### src/rtl/instr_sequencer.sv
// Instruction sequencer: fetches 16-bit words, launches one of four sub-FSMs and waits for its done.
// Optional watchdog on WAIT enabled by defining SEQ_TIMEOUT_EN.
module instr_sequencer #(
  parameter int unsigned TIMEOUT_CYCLES = 255
) (
  input  logic        clock,
  input  logic        reset,
  input  logic        run,
  input  logic        instr_valid,
  input  logic [15:0] instr,
  output logic        instr_ready,
  output logic [3:0]  fsm_start,
  input  logic [3:0]  fsm_done,
  output logic [5:0]  param1,
  output logic [5:0]  param2,
  output logic        busy,
  output logic        illegal,
  output logic        halted,
  output logic        timeout,
  output logic [15:0] instr_count
);

  typedef enum logic [2:0] {
    S_IDLE,
    S_FETCH,
    S_START,
    S_WAIT,
    S_HALT
  } state_e;

  if (TIMEOUT_CYCLES == 0 || TIMEOUT_CYCLES > 255) begin : g_bad_timeout
    $error("TIMEOUT_CYCLES must be within 1..255");
  end

  state_e      state_q, state_d;
  logic [1:0]  op_q, op_d;
  logic [5:0]  p1_q, p1_d;
  logic [5:0]  p2_q, p2_d;
  logic [15:0] cnt_q, cnt_d;
  logic        illegal_q, illegal_d;
  logic        done_hit;
  logic [3:0]  opcode_in;

  assign opcode_in = instr[15:12];
  assign done_hit  = fsm_done[op_q];

`ifdef SEQ_TIMEOUT_EN
  localparam logic [7:0] WDOG_LAST = 8'(TIMEOUT_CYCLES - 1);
  logic [7:0] wdog_q, wdog_d;
  logic       wdog_expire;

  // Fires during the last permitted WAIT cycle, so the abort lands on the same edge a done would.
  assign wdog_expire = (state_q == S_WAIT) && !done_hit && (wdog_q == WDOG_LAST);
  assign timeout     = wdog_expire;
`else
  assign timeout = 1'b0;
`endif

  always_comb begin
    state_d   = state_q;
    op_d      = op_q;
    p1_d      = p1_q;
    p2_d      = p2_q;
    cnt_d     = cnt_q;
    illegal_d = 1'b0;
`ifdef SEQ_TIMEOUT_EN
    wdog_d    = wdog_q;
`endif
    case (state_q)
      S_IDLE: begin
        if (run) state_d = S_FETCH;
      end
      S_FETCH: begin
        if (instr_valid) begin
          if (opcode_in < 4'd4) begin
            op_d    = opcode_in[1:0];
            p1_d    = instr[11:6];
            p2_d    = instr[5:0];
            state_d = S_START;
          end else if (opcode_in == 4'hF) begin
            state_d = S_HALT;
          end else begin
            illegal_d = 1'b1;
            state_d   = run ? S_FETCH : S_IDLE;
          end
        end else if (!run) begin
          state_d = S_IDLE;
        end
      end
      S_START: begin
`ifdef SEQ_TIMEOUT_EN
        wdog_d  = '0;
`endif
        state_d = S_WAIT;
      end
      S_WAIT: begin
        if (done_hit) begin
          cnt_d   = cnt_q + 16'd1;
          state_d = run ? S_FETCH : S_IDLE;
        end
`ifdef SEQ_TIMEOUT_EN
        else if (wdog_expire) begin
          state_d = S_IDLE;
        end else begin
          wdog_d = wdog_q + 8'd1;
        end
`endif
      end
      S_HALT: begin
        state_d = S_HALT;
      end
      default: begin
        state_d = S_IDLE;
      end
    endcase
  end

  always_ff @(posedge clock) begin
    if (reset) begin
      state_q   <= S_IDLE;
      op_q      <= '0;
      p1_q      <= '0;
      p2_q      <= '0;
      cnt_q     <= '0;
      illegal_q <= 1'b0;
`ifdef SEQ_TIMEOUT_EN
      wdog_q    <= '0;
`endif
    end else begin
      state_q   <= state_d;
      op_q      <= op_d;
      p1_q      <= p1_d;
      p2_q      <= p2_d;
      cnt_q     <= cnt_d;
      illegal_q <= illegal_d;
`ifdef SEQ_TIMEOUT_EN
      wdog_q    <= wdog_d;
`endif
    end
  end

  assign instr_ready = (state_q == S_FETCH);
  assign fsm_start   = (state_q == S_START) ? 4'(4'b0001 << op_q) : '0;
  assign busy        = (state_q == S_START) || (state_q == S_WAIT);
  assign halted      = (state_q == S_HALT);
  assign illegal     = illegal_q;
  assign param1      = p1_q;
  assign param2      = p2_q;
  assign instr_count = cnt_q;

endmodule

### config.mk
export PLATFORM = sky130hd
export DESIGN_NAME = instr_sequencer
export DESIGN_NICKNAME = d
export VERILOG_FILES = /design/src/rtl/instr_sequencer.sv
export SDC_FILE = /design/constraint.sdc
export NUM_CORES = 1
export LEC_CHECK = 0
export CAP_MARGIN = 20
export CORE_MARGIN = 3
export CORE_UTILIZATION = 48
export CTS_BUF_LIST = sky130_fd_sc_hd__clkbuf_4
export DETAILED_ROUTE_END_ITERATION = 7
export PLACE_DENSITY_LB_ADDON = 0.25
export SLEW_MARGIN = 10
export SYNTH_ARGS = -nofsm -noshare
export SYNTH_HDL_FRONTEND = slang
export SYNTH_SLANG_ARGS = --single-unit
### constraint.sdc
create_clock -name clock -period 4 [get_ports clock]
set_input_delay 0.8 -clock clock [delete_from_list [all_inputs] [get_ports clock]]
set_output_delay 0.8 -clock clock [all_outputs]
set_load 0.005 [all_outputs]
; Yosys cells after proc, flatten, opt, wreduce, memory -nomap -nowiden
; Cells that the tools add are included.
[totals]
ff_bits = 34
inputBits = 24
output_inout_bits = 37
word_cells = 38
[op_classes]
add_sub_neg = 1
n_lt_le_gt_ge = 2
n_eq_ne = 8
shift = 1
mux = 12
n_bitwise = 2
reduce_logical = 6
[ops]
columns = op, count
row1 = 2-to-1 mux 3 bit, 6
row2 = "adder 16 x 1 -> 16 bit, second input constant", 1
row3 = case mux 3 bit (5 select lines), 1
row4 = "equality test 3 x 2 -> 1 bit, second input constant", 2
row5 = AND reduction 3 bit, 2
row6 = "equality test 4 bit, second input constant", 1
row7 = "less-than comparator 4 x 3 -> 1 bit, second input constant", 1
row8 = 2-to-1 mux 4 bit, 1
row9 = "!= test 2 bit, second input constant", 2
row10 = OR reduction 4 bit, 1
row11 = "<< shifter 1 x 2 -> 4 bit, first input constant", 1
row12 = "equality test 3 x 1 -> 1 bit, second input constant", 1
row13 = "equality test 3 bit, second input constant", 1
row14 = logical NOT 3 bit, 1
row15 = "less-than comparator 2 x 3 -> 1 bit, second input constant", 1
row16 = 2-to-1 mux 1 bit, 3
row17 = "!= test 3 bit, second input constant", 1
row18 = binary-select mux 1 bit (select 2 bit), 1
row19 = inverter 1 bit, 2
row20 = AND reduction 2 bit, 1
row21 = logical OR 1 bit, 1

; Depth between registers and ports, before layout
; Gate-level depths: netlist of run 1.
[logic_depth]
depth_word = 5
mapped_depth = 6
mapped_depth_nobuf = 4

; Least setup slack after synthesis of run 1
; No wires, ideal clock.
[synth_timing]
kind = input -> register
from = in instr_valid
to = reg p1_q[3] (netlist: param1[3])
setup_time_ns = 0.128
t_arrival_ns = 1.983
t_required_ns = 3.872
setup_slack_ns = 1.890
path_stages = 5
path_buffers = 1
path_cell_list = nor4bb_1 > nand2_2 > buf_4 > mux2i_1 > nor2_1
[synth_between]
elab_chain_len = 1
[synth_lines]
columns = element, line_no
row1 = from (decl), 9  ; input logic instr_valid,
row2 = AND reduction 3 bit (no source line), --
row3 = to (signal assigned), 132  ; p1_q <= p1_d;
row4 = to (decl), 37  ; logic [5:0] p1_q, p1_d;
; Every way passes these cells.
; A chain may end at the register's enable or synchronous reset.

; Worst setup path after layout of run 1
[layout_timing]
from = reg state_q[1]
to = out fsm_start[0]
[layout_between]
elab_chain_len = 2
[layout_lines]
columns = element, line_no
row1 = from (decl), 35  ; state_e state_q, state_d;
row2 = from (signal assigned), 130  ; state_q <= state_d;
row3 = equality test 3 x 2 -> 1 bit, 143  ; assign fsm_start = (state_q == S_START) ? 4'(4'b0001 << op_q) : '0;
row4 = 2-to-1 mux 4 bit, 143
row5 = to (decl), 12  ; output logic [3:0] fsm_start,
; Every way passes these cells.

==> results of run 1 <==
-- power breakdown --
| group | internal, mW | switching (mW) | leakage, nW |
|---|---|---|---|
| combinational | 0.0342 | 0.0217 | 0.548 |
| clock | 0.0626 | 0.116 | 0.0277 |
| sequential | 0.342 | 0.00417 | 0.274 |
| total | 0.439 | 0.142 | 0.850 |
-- metal layers --
layer  track usage (%)  up-vias  wire (um)
met2              35.8       61       1920
met3              6.06       11        263
met1              23.8      701       1650
met4              10.5        0        101
li1                  -      736          -
met5                 0        -          0
-- kinds of logic after synthesis --
kind of cell | after synthesis | synth area share (%)
AND/OR/NAND/NOR | 79 | 27.7
flip-flops | 34 | 43.4
AO/OA/AOI/OAI | 29 | 11.2
multiplexers | 13 | 9.09
buffers and inverters | 13 | 4.86
XOR/XNOR | 5 | 2.79
adder cells (fa/ha/maj) | 1 | 0.797
other | 1 | 0.239
-- path summary, 6_finish.rpt --
| kind | slack [ns] | end | start |
|---|---|---|---|
| worst min-delay path | 0.49 | instr_count[15]$_SDFFE_PP0P_ | instr_count[15]$_SDFFE_PP0P_ |
| worst max-delay path | 0.97 | fsm_start[0] | state_q[1]$_SDFFE_PP0P_ |
| worst min register to register | 0.49 | instr_count[15]$_SDFFE_PP0P_ | instr_count[15]$_SDFFE_PP0P_ |
| worst max register to register | 1.96 | param1[2]$_SDFFE_PP0P_ | state_q[0]$_SDFFE_PP0P_ |
-- critical path, delay by kind of cell, from the launching register on --
family,cells,cell delay (ns)
AND/OR/NAND/NOR,3,0.82
buffers and inverters,1,0.55
flip-flops,1,0.52
-- state kept, by name, summed over array words and instances (netlist names) --
register	cells
illegal	1
param2	6
state_q	3
op_q	2
param1	6
instr_count	16
-- area by class of cell --
cell class                      count  area, sq um
Timing Repair Buffer               60          598
Clock buffer                        5         37.5
Clock inverter                      3         11.3
Fill cell                         253          872
Tap cell                           44         55.1
Multi-Input combinational cell    128          812
Sequential cell                    34          681
Inverter                            3         11.3
-- synthesized netlist by cell type, types with 4 or more instances --
master	number	area share [%]
a21oi_1	15	4.8
dfxtp_1	34	43
nand4_1	4	1.6
o21ai_0	5	1.6
o31ai_1	6	2.9
nand2_1	13	3.1
nand3_1	8	2.6
nor2_1	24	5.7
mux2i_1	12	7.7
xor2_1	5	2.8
or4_1	7	3.3
-- stage by stage --
stage          area, sq um  instances  setup slack [ns]
3_3_place_gp          2160        269              1.17
2_1_floorplan         1570        175              1.89
3_5_place_dp          2160        269              1.11
6_report              2210        277             0.965
4_1_cts               2210        277             0.947
5_1_grt               2210        277             0.839
==> metrics, run 1 <==
area delta synth->final 40.6%; later-pin clock latency in the skew report around 0.34 ns; hold bufs inserted after CTS 0; first-pass GRT wire length ~6.8 mm; power per standard cell area around 260 nW/um^2; FP Rows 20; Final Power 0.581 mW; post-CTS setup buffers 0; ANT nets after route 0; Final Critical Period 3.03 ns; slowest CP cell clkdlybuf4s50_1; DR iter-0 viols 83; commonest register cell after synthesis dfxtp_1; Layout Utilization 71.7%; IO buf count 59; Netlist cell types 38; Vias 1,509; cts bufs inserted 5; Leak 0.850 nW; width of the die 63.2 um; IO Pins 61; Post-Syn Instances 175; # H-tree levels 2; CTS clk-pin slew, worst paths around 0.11 ns; WP data arrival 2.23 ns; layout cells sized above 1 under 10%; Final Hold Viols 0; worst rel slew slack 51.1%; CTS tree yes; Critical Path RT 3.20 ns; Max-cap violations 0; clock skew 0.0148 ns; syn_area_per_cell 8.97 sq um; Post-synth ARST share 0%; worst reg-to-reg path cell count 4; Worst setup SP type flip-flop; post-synthesis sequential area ratio roughly 43%; worst-path cell chain nor2b_1 > nor2b_1 > nor3b_1 > clkdlybuf4s50_1; status completed; critical path class reg2out; Post-CTS Resized 0; hold depth 2; clock tree buffer depth 2; number of global-route vias before repair 1,524; first-pass detailed-route iteration total 4; RSZ-0062 raised after global routing false; final WL between 3 and 4 mm; die outline height 63.2 um; Sink Count 34; min-delay worst type reg2reg; Starting Density 51.0%; Tcrit/Tclk final between 70% and 80%; Worst Setup End Kind output port; synthesized area 1570 sq um; largest net degree at the start of global routing 22; HPWL after DPL 2.92 mm; vias per cell 5.45; Worst-Margin Slew approximately 0.72 ns; syn_nets 200; Final Max Slew Viols 0; Final TNS setup 0 ns; Root Driver clkbuf_4; worst vdd rail ir drop 0.000192 V; initial antenna violation count 0; Inserted Diodes 0; Hold WS a little under 0.5 ns; warnings from Yosys 0; # setup viols final 0; fmax 0.329 GHz; Worst Path Max Fanout 11; Seq cells post-synth 34; Core Region between 3000 and 4000 sq um; commonest non-fill, non-tap cells in the layout clkdlybuf4s50_1, dfxtp_1, nor2_1, a21oi_1, nand2_1; Top cell by count, worst path nor2b_1; RePlAce Congestion between 0.8 and 0.9; die area ~4000 sq um; biggest cell delay along the critical path 0.55 ns; Congestion Overflow GR 0; wire per inst ~14 um; most common cell after layout, fill and taps aside clkdlybuf4s50_1; total track usage between 20% and 30%; Final nets 257; residual DRC count 0; Post-synth EDFFs 0
Power figures use the tool's default switching activity.
==> run 2: changes to the inputs <==
--- a/config.mk
+++ b/config.mk
@@ -7,7 +7,7 @@
 export LEC_CHECK = 0
 export CAP_MARGIN = 20
 export CORE_MARGIN = 3
-export CORE_UTILIZATION = 48
+export CORE_UTILIZATION = 40
 export CTS_BUF_LIST = sky130_fd_sc_hd__clkbuf_4
 export DETAILED_ROUTE_END_ITERATION = 7
 export PLACE_DENSITY_LB_ADDON = 0.25
==> constraint.sdc (replaced) <==
create_clock -name clock -period 2.4 [get_ports clock]
set_input_delay 0.48 -clock clock [delete_from_list [all_inputs] [get_ports clock]]
set_output_delay 0.48 -clock clock [all_outputs]
set_load 0.005 [all_outputs]
==> run 2 against run 1 <==
  * Via count is 1.5% lower
  * Count of clock-buffer cells in the layout is the same
  * Combinational power is 71% higher
  * Final area up 3.2%
  * Critical path type unchanged
  * Largest cell class unchanged
  * Largest power group unchanged
==> metrics, run 2 (same netlist as run 1, synthesis figures left out) <==
Critical Path RT 1.92 ns (-1.28 ns); # H-tree levels 2 (unchanged); layout cells sized above 1 9.75% (+3.7 points); delay-heaviest family, CP simple AND/OR/NAND/NOR gates; WP data arrival 1.75 ns (-0.48 ns); wire per inst 12.9 um (-9.1%); Leak 0.887 nW (+4.4%); Core Region 3720 sq um (+21%); Crit path buffers/inverters 1 (unchanged); IO buf count 59 (unchanged); clock share of power 37.9% (+7.1 points); most common cell after layout, fill and taps aside clkdlybuf4s50_1; Seq pwr share 53.3% (-6.3 points); final WL 3.67 mm (-6.8%); HPWL after DPL 2.70 mm (-7.6%); slowest CP cell clkdlybuf4s50_1; RSZ-0062 raised after global routing false; Inserted Diodes 0 (unchanged); Worst Path Max Fanout 6 (-5); number of global-route vias before repair 1,438 (-5.6%); Worst Setup End Kind output port; cts bufs inserted 5 (unchanged); die outline height 68.6 um (+8.6%); Final Max Slew Viols 0 (unchanged); CTS clk-pin slew, worst paths 0.11 ns (about the same); initial antenna violation count 0 (unchanged); Worst setup SP type flip-flop; IO Pins 61 (unchanged); # setup viols final 0 (unchanged); Final nets 260 (+1.2%); width of the die 68.6 um (+8.6%); status completed; Starting Density 42.2% (-8.8 points); Final Critical Period around 2.2 ns; critical path class reg2out; Comb pwr share 8.8% (-0.8 points); Hold WS 0.498 ns (+0.0105 ns); Final TNS setup 0 ns (unchanged); area delta synth->final 45.1%; Final Power 1.08 mW (+86%); hold bufs inserted after CTS 0 (unchanged); ANT nets after route 0 (unchanged); commonest non-fill, non-tap cells in the layout clkdlybuf4s50_1, dfxtp_1, nor2_1, a21oi_1, nand2_1; die area 4710 sq um (+18%); fmax 0.448 GHz; FP Rows 22 (+10%); worst r2r src instr_count[2]$_SDFFE_PP0P_; max reg flops 16 (unchanged); largest net degree at the start of global routing 35 (+59%); first-pass detailed-route iteration total 4 (unchanged); worst vdd rail ir drop 0.000503 V (+160%); first-pass GRT wire length 6.18 mm (-8.8%); residual DRC count 0 (unchanged); Worst Hold Path EP instr_count[15]$_SDFFE_PP0P_; Post-CTS Resized 1 (+1); DR iter-0 viols 76 (-8.4%); hold_sp instr_count[15]$_SDFFE_PP0P_; power per standard cell area 475 nW/um^2 (+80%); Tcrit/Tclk final around 93%; clock tree buffer depth 2 (unchanged); Congestion Overflow GR 0 (unchanged); vias per cell 5.24 (-3.9%); R2R Path End instr_count[9]$_SDFFE_PP0P_; clock skew 0.0101 ns (-0.00467 ns); Vias 1,487 (-1.5%); post-CTS setup buffers 0 (unchanged); Final Hold Viols 0 (unchanged); Root Driver clkbuf_4; switching share of power 21.8% (-2.7 points); worst-path cell chain nor2b_2 > nor2b_4 > and3_2 > clkdlybuf4s50_1; min-delay worst type reg2reg; hold depth 2 (unchanged); RePlAce Congestion 0.764 (-7.9%); Reg2Reg Setup Slack 0.57 ns (-1.39 ns); Sw Pwr 0.236 mW (+66%); later-pin clock latency in the skew report 0.34 ns (about the same); Max-cap violations 0 (unchanged); CTS tree yes; total track usage 17.4% (-3.7 points); Internal Dissipation 0.845 mW (+93%); worst reg-to-reg path cell count 4 (unchanged); Sink Count 34 (unchanged); biggest cell delay along the critical path 0.50 ns (-0.05 ns)
==> run 2: cell types whose count changed in the layout (fill, tap and decap cells not counted), sizes merged <==
cell	previous run	this run
buf	1	4
clkinv	3	2
bufinv	0	1
==> run 2: worst register-to-register path, stage by stage (launching register included) <==
cell     delay, ns
dfxtp_1       0.43
and4_1        0.29
nand4_1       0.33
or4_1         0.57
a21oi_1       0.15
==> run 2: stage by stage <==
step	instance area (sq um)	cells	worst slack [ns]	util, %
floorplan	1570	175	0.610	-
global placement	2180	276	0.212	58.8
detailed placement	2180	276	0.167	58.8
CTS	2260	284	0.0227	60.9
global route	2280	284	0.0333	61.3
finish	2280	284	0.167	61.3
==> run 2: power groups by stage <==
stage,Clock (mW),Sequential (mW),Combinational (mW)
floorplan,0,0.587,0.0400
global placement,0,0.588,0.0951
detailed placement,0,0.588,0.0957
CTS,0.415,0.576,0.0963
global route,0.447,0.577,0.104
finish,0.409,0.576,0.0955
==> run 2: worst max path at each step <==
stage | end | cells after the start | startpoint | slack [ns]
after floorplan | param1[3]$_SDFFE_PP0P_ | 5 | instr_valid | 0.61
final | fsm_start[3] | 4 | state_q[2]$_SDFFE_PP0P_ | 0.17
after global routing | fsm_start[1] | 5 | state_q[2]$_SDFFE_PP0P_ | 0.03
after detailed placement | instr_count[15]$_SDFFE_PP0P_ | 5 | fsm_done[1] | 0.17
after global placement | instr_count[15]$_SDFFE_PP0P_ | 5 | fsm_done[1] | 0.21
after CTS | fsm_start[0] | 4 | state_q[2]$_SDFFE_PP0P_ | 0.02
==> run 2: layout make-up <==
class                           count  area [sq um]
Clock buffer                        5          37.5
Tap cell                           48          60.1
Multi-Input combinational cell    128           827
Fill cell                         338          1440
Timing Repair Buffer               63           621
Inverter                            3          11.3
Clock inverter                      3          40.0
Sequential cell                    34           681
==> run 2: metal layers <==
metal	wire length [um]	up-vias	global-route usage (%)
li1	-	743	-
met1	1600	698	20.2
met2	1780	40	29.8
met3	250	6	6.32
met4	37	0	4.71
met5	0	-	0
==> run 3: changes to the inputs <==
--- a/config.mk
+++ b/config.mk
@@ -8,9 +8,9 @@
 export CAP_MARGIN = 20
 export CORE_MARGIN = 3
 export CORE_UTILIZATION = 40
-export CTS_BUF_LIST = sky130_fd_sc_hd__clkbuf_4
+export CTS_BUF_LIST = sky130_fd_sc_hd__clkbuf_4 sky130_fd_sc_hd__clkbuf_8
 export DETAILED_ROUTE_END_ITERATION = 7
-export PLACE_DENSITY_LB_ADDON = 0.25
+export PLACE_DENSITY = 0.77
 export SLEW_MARGIN = 10
 export SYNTH_ARGS = -nofsm -noshare
 export SYNTH_HDL_FRONTEND = slang
==> run 3 against run 2 <==
  * Sequential cell count stayed put
  * Critical path type unchanged
  * Register-to-register slack better by 0.02 ns
  * Critical endpoint is now fsm_start[0]
  * Count of clock-buffer cells in the layout rose by 2
  * Critical path depth did not move
  * First-iteration DRC count fell by 24%
  * Utilization increased by 0.61 points
==> metrics, run 3 (same netlist as run 1, synthesis figures left out) <==
status completed; Starting Density 42.2% (unchanged); pre-CTS WS 0.181 ns (+0.0140 ns); min-delay worst type reg2reg; met2 usage 28.1% (-1.7 points); clock tree buffer depth 2 (unchanged); most common cell after layout, fill and taps aside clkdlybuf4s50_1; critical path class reg2out; Critical Path RT 1.92 ns (about the same); Hold WS 0.489 ns (-0.00899 ns); Final Critical Period 2.22 ns (-0.0114 ns); max reg flops 16 (unchanged); die area 4710 sq um (unchanged); IO buf count 59 (unchanged); HPWL after DPL 2.67 mm (-1.2%); vias per cell 5.22 (-0.23%); Tcrit/Tclk final 92.6% (-0.48 points); CTS tree yes; first-pass detailed-route iteration total 4 (unchanged); Worst Setup End Kind output port; largest net degree at the start of global routing 16 (-54%); area delta synth->final 46.6%; worst r2r src instr_count[2]$_SDFFE_PP0P_; DR iter-0 viols 58 (-24%); Worst setup SP type flip-flop; width of the die 68.6 um (unchanged); final WL 3.66 mm (-0.38%); later-pin clock latency in the skew report 0.29 ns (-0.05 ns); WP data arrival 1.74 ns (about the same); residual DRC count 0 (unchanged); RSZ-0062 raised after global routing false; Critical path origin state_q[2]$_SDFFE_PP0P_; Final TNS setup 0 ns (unchanged); fmax 0.450 GHz (+0.51%); ANT nets after route 0 (unchanged); Leak 0.899 nW (+1.3%); Sink Count 34 (unchanged); R2R Path End instr_count[9]$_SDFFE_PP0P_; Worst Path Max Fanout 6 (unchanged); worst vdd rail ir drop 0.000378 V (-25%); commonest non-fill, non-tap cells in the layout clkdlybuf4s50_1, dfxtp_1, nor2_1, a21oi_1, nand2_1; worst reg-to-reg path cell count 4 (unchanged); PnR worst setup slack 0.178 ns (+0.0114 ns); grt met3 use 8.10% (+1.8 points); GRT Max-Usage Layer met2; die outline height 68.6 um (unchanged); Final nets 262 (+0.77%); power per standard cell area 489 nW/um^2 (+3.1%); Core Region 3720 sq um (unchanged); Max-cap violations 0 (unchanged); total track usage 17.8% (+0.43 points); FP Rows 22 (unchanged); met1 Usage GRT 21.0% (+0.78 points); Vias 1,494 (+0.47%); Root Driver clkbuf_8; Reg2Reg Setup Slack 0.59 ns (+0.02 ns); Final Max Slew Viols 0 (unchanged); Inserted Diodes 0 (unchanged); Final Hold Viols 0 (unchanged); initial antenna violation count 0 (unchanged); Worst Hold Path EP instr_count[15]$_SDFFE_PP0P_; # setup viols final 0 (unchanged); cts bufs inserted 5 (unchanged); CTS clk-pin slew, worst paths 0.07 ns (-0.04 ns); hold_sp instr_count[15]$_SDFFE_PP0P_; first-pass GRT wire length 6.21 mm (+0.57%); hold depth 2 (unchanged); Congestion Overflow GR 0 (unchanged); RePlAce Congestion 0.778 (+1.8%); number of global-route vias before repair 1,416 (-1.5%); IO Pins 61 (unchanged); clock skew 0.00661 ns (-0.00349 ns); wire per inst 12.8 um (-1.1%); layout cells sized above 1 10.1% (+0.34 points); # H-tree levels 2 (unchanged)
[run 3: changes by cell type in the layout (fill, tap and decap cells not counted)]
cell       delta
nor3b_1       +1
nor2b_4       -1
nor2b_2       +1
bufinv_16     -1
clkbuf_4      -4
clkinv_2      -1
nor3b_2       -1
clkbuf_8      +6
buf_4         +2
[run 3: power breakdown]
group          switching [mW]  internal (mW)  leakage [nW]
sequential            0.00607          0.570         0.274
clock                   0.209          0.243        0.0517
combinational          0.0366         0.0612         0.573
[run 3: worst max path at each step]
stage	cells after the start	slack [ns]	end
3_3_place_gp	5	0.22	instr_count[15]$_SDFFE_PP0P_
6_report	4	0.18	fsm_start[0]
2_1_floorplan	5	0.61	param1[3]$_SDFFE_PP0P_
5_1_grt	4	0.06	fsm_start[0]
4_1_cts	4	0.06	fsm_start[0]
3_5_place_dp	5	0.18	instr_count[15]$_SDFFE_PP0P_
[run 3: stage by stage]
stage          util [%]  total power, mW  std cells  instance area (sq um)
6_report           61.9             1.13        286                   2300
5_1_grt            61.9             1.16        286                   2300
4_1_cts            61.8             1.14        286                   2290
3_5_place_dp       59.2            0.686        278                   2200
3_3_place_gp       59.2            0.686        278                   2200
2_1_floorplan         -            0.627        175                   1570
[run 3: critical path, stage by stage, from the launching register on]
cell             delay, ns
dfxtp_1               0.36
nor2b_2               0.17
nor2b_2               0.22
nor3b_1               0.19
clkdlybuf4s50_1       0.52
[run 3: routing by layer]
metal	vias up	part of all wire (%)
met5	-	0
met3	6	8.2
met1	695	44
met4	0	1.7
li1	751	-
met2	42	46
[run 3: cell type report]
class                   instances  area (sq um)
clock buffers                   7          90.1
clock inverters                 1          5.00
fillers                       337          1420
inverters                       3          11.3
multi-input cells             128           817
flip-flops and latches         34           681
well taps                      48          60.1
repair buffers                 65           636
[run 3: what timing repair did]
item,4_1_cts,5_1_grt
gates resized for setup,0,2
endpoints found under the setup margin,0,2
endpoints found under the hold margin,0,0
setup buffers,0,0
hold buffers,0,0
